==> src/rtl/serial_flow_accum.sv <==
// Purpose : counts the asserted serial lines each enabled cycle into a counter that can wrap, saturate, hold or clear; also emits a data bit, an overflow pulse and a count of overflow events.
// Latency : every output is registered and shows a sample's effect one cycle after the edge that sampled it.
// Backpressure: none; en=0 freezes all state and forces the overflow pulse low.
//
// Ports:
//   clock   - system clock; all state updates on its rising edge
//   reset   - synchronous, active-high; clears every register and wins over en and mode
//   en      - sample enable
//   mode    - 00 wrap-add, 01 saturate-add, 10 hold, 11 clear
//   line    - LINES serial input lines
//   outp    - registered data bit: (^line) XOR count[0], taken before count updates
//   overflw - registered one-cycle pulse on a wrap carry or a saturation clip
//   count   - accumulator state
//   ovf_cnt - number of overflow events, saturating at its maximum value
module serial_flow_accum #(
  parameter int LINES = 2,
  parameter int CNT_W = 3,
  parameter int OVF_W = 4
) (
  input  logic             clock,
  input  logic             reset,
  input  logic             en,
  input  logic [1:0]       mode,
  input  logic [LINES-1:0] line,
  output logic             outp,
  output logic             overflw,
  output logic [CNT_W-1:0] count,
  output logic [OVF_W-1:0] ovf_cnt
);

  // LINES is at most 2**CNT_W-1, so K_W never exceeds CNT_W.
  localparam int K_W = $clog2(LINES + 1);

  localparam logic [CNT_W-1:0] CNT_MAX = {CNT_W{1'b1}};
  localparam logic [OVF_W-1:0] OVF_MAX = {OVF_W{1'b1}};

  typedef enum logic [1:0] {
    MODE_WRAP  = 2'b00,
    MODE_SAT   = 2'b01,
    MODE_HOLD  = 2'b10,
    MODE_CLEAR = 2'b11
  } mode_e;

  // Number of asserted lines in the current sample.
  function automatic logic [K_W-1:0] popcount(input logic [LINES-1:0] v);
    logic [K_W-1:0] acc;
    acc = '0;
    for (int i = 0; i < LINES; i++) begin
      acc = acc + K_W'(v[i]);
    end
    return acc;
  endfunction

  logic [K_W-1:0]   k;
  logic [CNT_W:0]   sum;
  logic             line_par;

  logic [CNT_W-1:0] count_nxt;
  logic             outp_nxt;
  logic             ovf_nxt;
  logic [OVF_W-1:0] ovf_cnt_nxt;

  assign k        = popcount(line);
  // The extra carry bit holds the largest possible sum (2*(2**CNT_W-1)) exactly.
  assign sum      = {1'b0, count} + (CNT_W + 1)'(k);
  assign line_par = ^line;

  always_comb begin
    count_nxt   = count;
    outp_nxt    = outp;
    ovf_nxt     = 1'b0;
    ovf_cnt_nxt = ovf_cnt;

    if (en) begin
      unique case (mode_e'(mode))
        MODE_WRAP: begin
          count_nxt = sum[CNT_W-1:0];
          ovf_nxt   = sum[CNT_W];
          outp_nxt  = line_par ^ count[0];
        end
        MODE_SAT: begin
          // Clip only when the sum really exceeds max; holding at max with k=0 is not a clip.
          if (sum[CNT_W]) begin
            count_nxt = CNT_MAX;
            ovf_nxt   = 1'b1;
          end else begin
            count_nxt = sum[CNT_W-1:0];
          end
          outp_nxt = line_par ^ count[0];
        end
        MODE_HOLD: begin
          outp_nxt = line_par ^ count[0];
        end
        MODE_CLEAR: begin
          count_nxt   = '0;
          outp_nxt    = 1'b0;
          ovf_cnt_nxt = '0;
        end
        default: begin
          count_nxt = count;
        end
      endcase

      // The event counter sticks at its maximum value instead of wrapping.
      if (ovf_nxt && (ovf_cnt != OVF_MAX)) begin
        ovf_cnt_nxt = ovf_cnt + 1'b1;
      end
    end
  end

  always_ff @(posedge clock) begin
    if (reset) begin
      count   <= '0;
      outp    <= 1'b0;
      overflw <= 1'b0;
      ovf_cnt <= '0;
    end else begin
      count   <= count_nxt;
      outp    <= outp_nxt;
      overflw <= ovf_nxt;
      ovf_cnt <= ovf_cnt_nxt;
    end
  end

endmodule

==> config.mk <==
export PLATFORM = sky130hd
export DESIGN_NAME = serial_flow_accum
export DESIGN_NICKNAME = d
export VERILOG_FILES = /design/src/rtl/serial_flow_accum.sv
export SDC_FILE = /design/constraint.sdc
export NUM_CORES = 1
export LEC_CHECK = 0
export CORE_AREA = 2 2 39 41
export CTS_CLUSTER_SIZE = 25
export DETAILED_ROUTE_END_ITERATION = 6
export DIE_AREA = 0 0 41 43
export HOLD_SLACK_MARGIN = 0.05
export PLACE_DENSITY_LB_ADDON = 0.08
export SETUP_SLACK_MARGIN = 0.2
export SLEW_MARGIN = 10
export SYNTH_ARGS = -nofsm -noshare
export SYNTH_HDL_FRONTEND = slang
export SYNTH_SLANG_ARGS = --single-unit
==> constraint.sdc <==
create_clock -name clock -period 2.63 [get_ports clock]
set_input_delay 0.3945 -clock clock [delete_from_list [all_inputs] [get_ports clock]]
set_output_delay 0.3945 -clock clock [all_outputs]
set_load 0.005 [all_outputs]
==> results_dict.tcl, run 1 <==
set metrics [dict create \
    status "complete, no violations" \
    drc 0 \
    ys_ff_latch 9 \
    cap_viol_max_count 0 \
    period_needed_ns 2.176 \
    wl_um 1070 \
    wl_met3_um 38 \
    yosys.area.top_type "dfxtp_1" \
    grt_max_degree 12 \
    setup_ws_ns 0.4537 \
    core_mm2 0.001384 \
    irDropWorstVdd_mv 0.2245 \
    hpwlAfterDp_um 803.9 \
    cts_htree_levels 1 \
    pin_count 16 \
    dp.cells 88 \
    yosys.area_share.adder_pct 8.802 \
    hold_viol 0 \
    mostFrequentLayoutCells "15 x clkdlybuf4s50_1, 9 x dfxtp_1, 5 x inv_1" \
    async_reset_ff_share_pct 0 \
    synthFlopType "dfxtp_1" \
    crit_required_ns 2.82 \
    slew_violations 0 \
    final-setup-viol-count 0 \
    ant_nets 0 \
    syn_inst 58 \
    instances_no_fill 92 \
    synth_edf_count 0 \
    numCtsBuffers 3 \
    area_delta_synth_final_pct 37.65 \
    rsz0062_at_grt "no" \
    ys_warn_count 0 \
    area.sequential_um2 180.2 \
    cellLeakagePower_nw 0.2856 \
    topRoutingLayerUsed "met4" \
    worstHoldPathType "flop to flop" \
    syn_nets 68 \
    cp-start-kind "input pin" \
    grt_first_pass_wirelength_um 1876 \
    grt_remaining_overflow 0 \
    cts_tree "done" \
    drive_above_1_share_pct 7.895 \
    postCtsResizedCells 0 \
    fmax_mhz 459.5 \
    place_ws_ns 0.1579 \
    row_count 14 \
    num_vias 510 \
    arrival_ns 2.37 \
    wl_met1_um 486 \
    synth_area_leaders "dfxtp_1 35%, ha_1 4.9%, a22oi_1 4.4%, fa_1 3.9%, inv_1 3.7%" \
    io_buffers 15 \
    critPathCaptureType "flop" \
    drt_iter0_drc 5 \
    clkTransAtPathRegs_ns 0.06 \
    syn_avg_cell_area_um2 8.823 \
    ctsRootBufferMaster "clkbuf_4" \
    synthSimpleGateAreaFrac_pct 27.63 \
    muxShareOfSynthArea_pct 0 \
    fin_skew_ns 0.0001757 \
    dieArea_mm2 0.001763 \
    firstDrtPassIters 2 \
    met2WireLength_um 501 \
    grt_usage_pct 15.71 \
    p_per_area_mw_per_mm2 415.3 \
    grt_pass1_vias 470 \
    worstSkewPairLatency_ns 0.26 \
    synth-compound-area-share_pct 23.96 \
    critical_path_peak_fanout 5 \
    synth_xor_area_share_pct 0 \
    finalPower_uw 292.6 \
    synth_top_family_by_area "simple AND/OR/NAND/NOR gates" \
    fin_nets 87 \
    wl_per_cell_um 11.63 \
    ys_seq_area_share_pct 35.21 \
    final_common_cell "clkdlybuf4s50_1" \
    path_class "input pin to flop" \
    clock_tree.buffer_depth 2 \
    antenna_found_initial 0 \
    relSlewSlack_pct 74.84 \
    multi_input_area_um2 309.0 \
    post-route-period-util_pct 82.75 \
    finalSetupTns_ns 0 \
    die_h_um 43 \
    ys_types 29 \
    gp_congestion 0.7329 \
    synth_top_area_share_pct 35.21 \
    viasPerCell 5.543 \
    netlist_area_um2 511.7 \
    n_fill_cell 145 \
    numClockSinks 9 \
    post_cts_buffers 0 \
    dieWidth_um 41 \
    tightestPinTransition_ns 0.3757 \
    postCtsHoldBufs 0 \
    initial_utilization_pct 36.98 \
    num_antenna_cells 0 \
]
-- critical path: stages --
cell             delay, ns
clkdlybuf4s50_1       0.45
inv_1                 0.05
fa_1                  0.46
and4bb_1              0.35
nand2_2               0.10
or4b_1                0.47
o211ai_1              0.09
-- final timing paths --
path / slack (ns) / cells past startpoint / startpoint / to
setup reg to reg: 0.72 / 6 / count[0] / ovf_cnt[2]
hold / removal: 0.51 / 1 / outp / outp
hold reg to reg: 0.51 / 1 / outp / outp
setup / recovery: 0.45 / 7 / line[0] / ovf_cnt[2]
-- power breakdown --
part	switching, mW	internal (mW)	total, mW
Sequential	0.00243	0.139	0.142
Clock	0.0518	0.0587	0.110
Combinational	0.0178	0.0226	0.0404
Total	0.0720	0.221	0.293
-- state kept, by name, indices dropped and copies added, names as in the netlist --
signal,cells
overflw,1
ovf_cnt,4
count,3
outp,1
-- synthesized netlist by cell type, types with 2 or more instances --
| cell | instances |
|---|---|
| nor2_1 | 3 |
| nand2_1 | 4 |
| o21ai_0 | 2 |
| nand2b_1 | 2 |
| inv_1 | 5 |
| nand4b_1 | 2 |
| nand3_1 | 3 |
| a21oi_1 | 3 |
| ha_1 | 2 |
| nand3b_1 | 2 |
| o211ai_1 | 2 |
| a22oi_1 | 3 |
| dfxtp_1 | 9 |
-- final cells by class --
type	instances	share of cell area, %
well taps	16	2.842
multi-input cells	43	43.87
flip-flops and latches	9	25.58
repair buffers	15	21.31
clock buffers	4	3.730
inverters	5	2.664
-- routing by layer --
layer / vias up / global-route usage [%]
li1: 255 / -
met1: 235 / 18.18
met2: 15 / 23.75
met3: 5 / 3.141
met4: 0 / 12.00
met5: - / 0
-- cell families after synthesis --
kind of cell,count (synthesis)
buffers and inverters,6
DFF,9
AOI/OAI and AO/OA,17
and+or+nand+nor,23
adders and majority gates,3
-- per-stage QoR --
stage	hold WS [ns]	cell area, um^2	utilization, %
floorplan	0.4870	511.7	-
global placement	0.4827	678.2	49.01
detailed placement	0.4943	678.2	49.01
CTS	0.5108	704.4	50.90
global route	0.5248	704.4	50.90
finish	0.5077	704.4	50.90
No activity file was read; power rests on OpenSTA's default activity.
==> run 2: changes to the inputs <==
==> constraint.sdc (replaced) <==
create_clock -name clock -period 2.2 [get_ports clock]
set_input_delay 0.33 -clock clock [delete_from_list [all_inputs] [get_ports clock]]
set_output_delay 0.33 -clock clock [all_outputs]
set_load 0.005 [all_outputs]
==> results_dict.tcl, run 2 (synthesis results as in run 1) <==
set metrics [dict create \
    worstHoldPathType "flop to flop" \
    pin_count 16 \
    whs_ns 0.5010 \
    grt_usage_pct 15.83 \
    num_antenna_cells 0 \
    finalInstanceArea_um2 750.7 \
    critical_path_peak_fanout 4 \
    hpwlAfterDp_um 837.6 \
    cellLeakagePower_nw 0.3254 \
    rsz0062_at_grt "no" \
    dieWidth_um 41 \
    largest_reg_flops 4 \
    area_delta_synth_final_pct 46.70 \
    antenna_found_initial 0 \
    wl_met1_um 526 \
    fmax_mhz 532.0 \
    io_buffers 15 \
    clkTransAtPathRegs_ns 0.06 \
    cap_viol_max_count 0 \
    place_ws_ns -0.1763 \
    grt_remaining_overflow 0 \
    regMostFlops "ovf_cnt" \
    grt_pass1_vias 492 \
    met2WireLength_um 506 \
    dp.cells 91 \
    drive_above_1_share_pct 17.28 \
    row_count 14 \
    irDropWorstVdd_mv 0.2469 \
    topRoutingLayerUsed "met4" \
    fin_nets 92 \
    num_vias 504 \
    cts_htree_levels 1 \
    ctsRootBufferMaster "clkbuf_4" \
    slew_violations 0 \
    wl_per_cell_um 11.30 \
    drt_iter0_drc 9 \
    gp_congestion 0.7205 \
    ant_nets 0 \
    critPathCaptureType "flop" \
    numCtsBuffers 3 \
    numClockSinks 9 \
    p_per_area_mw_per_mm2 461.8 \
    mostFrequentLayoutCells "13 x clkdlybuf4s50_1, 8 x dfxtp_1, 5 x buf_4" \
    core_mm2 0.001384 \
    viasPerCell 5.196 \
    period_needed_ns 1.880 \
    initial_utilization_pct 36.98 \
    status "complete, no violations" \
    arrival_ns 2.07 \
    worstSkewPairLatency_ns 0.26 \
    clock_tree.buffer_depth 2 \
    instances_no_fill 97 \
    drc 0 \
    cts_tree "done" \
    tightestPinTransition_ns 0.3691 \
    dieArea_mm2 0.001763 \
    relSlewSlack_pct 75.28 \
    place_area_um2 700.7 \
    top_regs "ovf_cnt: 4 flops, count: 3 flops" \
    wl_met3_um 49 \
    cp-start-kind "flop" \
    crit_required_ns 2.39 \
    path_class "flop to flop" \
    grt_first_pass_wirelength_um 1932 \
    final_common_cell "clkdlybuf4s50_1" \
    grt_max_degree 12 \
    postCtsHoldBufs 0 \
    setup_ws_ns 0.3203 \
    final-setup-viol-count 0 \
    wl_um 1096 \
    hold_viol 0 \
    die_h_um 43 \
    fin_skew_ns 0.002531 \
    post-route-period-util_pct 85.44 \
    firstDrtPassIters 4 \
]
[run 2: cell count changes in the layout (fill, tap and decap cells not counted)]
cell / delta
buf_4: +5
clkdlybuf4s50_1: -2
dfxtp_1: -1
dfxtp_2: +1
dlymetal6s2s_1: +2
fa_1: -1
fa_2: +1
inv_1: -1
inv_2: +1
[run 2: metal layers]
layer,vias to the layer above,GRT usage (%)
li1,262,-
met5,-,0
met4,0,10.00
met3,2,1.571
met1,226,20.85
met2,14,23.44
[run 2: layout make-up]
type	count	area (um^2)
inverters	5	18.77
well taps	16	20.02
multi-input cells	43	311.5
clock buffers	4	26.28
fillers	136	633.1
repair buffers	20	192.7
flip-flops and latches	9	181.4
[run 2: critical path, cell delays in order (launching register included)]
cell and delay, ns:
dfxtp_2 0.34, inv_1 0.06, fa_2 0.38, and4bb_1 0.31
nand2_2 0.08, or4b_1 0.54, o211ai_1 0.10
[run 2: worst paths after layout]
kind | end | slack, ns | startpoint | cells past startpoint
max reg2reg | ovf_cnt[2] | 0.32 | count[0] | 6
max | ovf_cnt[2] | 0.32 | count[0] | 6
min reg2reg | outp | 0.50 | outp | 1
min | outp | 0.50 | outp | 1
[run 2: what timing repair did]
action,in CTS,in global routing
endpoints found under the setup margin,2,1
setup buffers,0,2
resized for setup,1,4
pin swaps,2,4
endpoints found under the hold margin,0,0
[run 2: metrics by stage]
stage               TNS, ns  power, mW  util [%]
floorplan                 0     0.1963         -
global placement    -0.2265     0.2216     50.63
detailed placement  -0.2979     0.2216     50.63
CTS                       0     0.3532     52.71
global route              0     0.3701     54.25
finish                    0     0.3467     54.25
[run 2: power breakdown]
| group | total (mW) | switching [mW] | internal, mW |
|---|---|---|---|
| Sequential | 0.170 | 0.00284 | 0.167 |
| Combinational | 0.0501 | 0.0218 | 0.0283 |
| Clock | 0.127 | 0.0571 | 0.0699 |
| Total | 0.347 | 0.0818 | 0.265 |
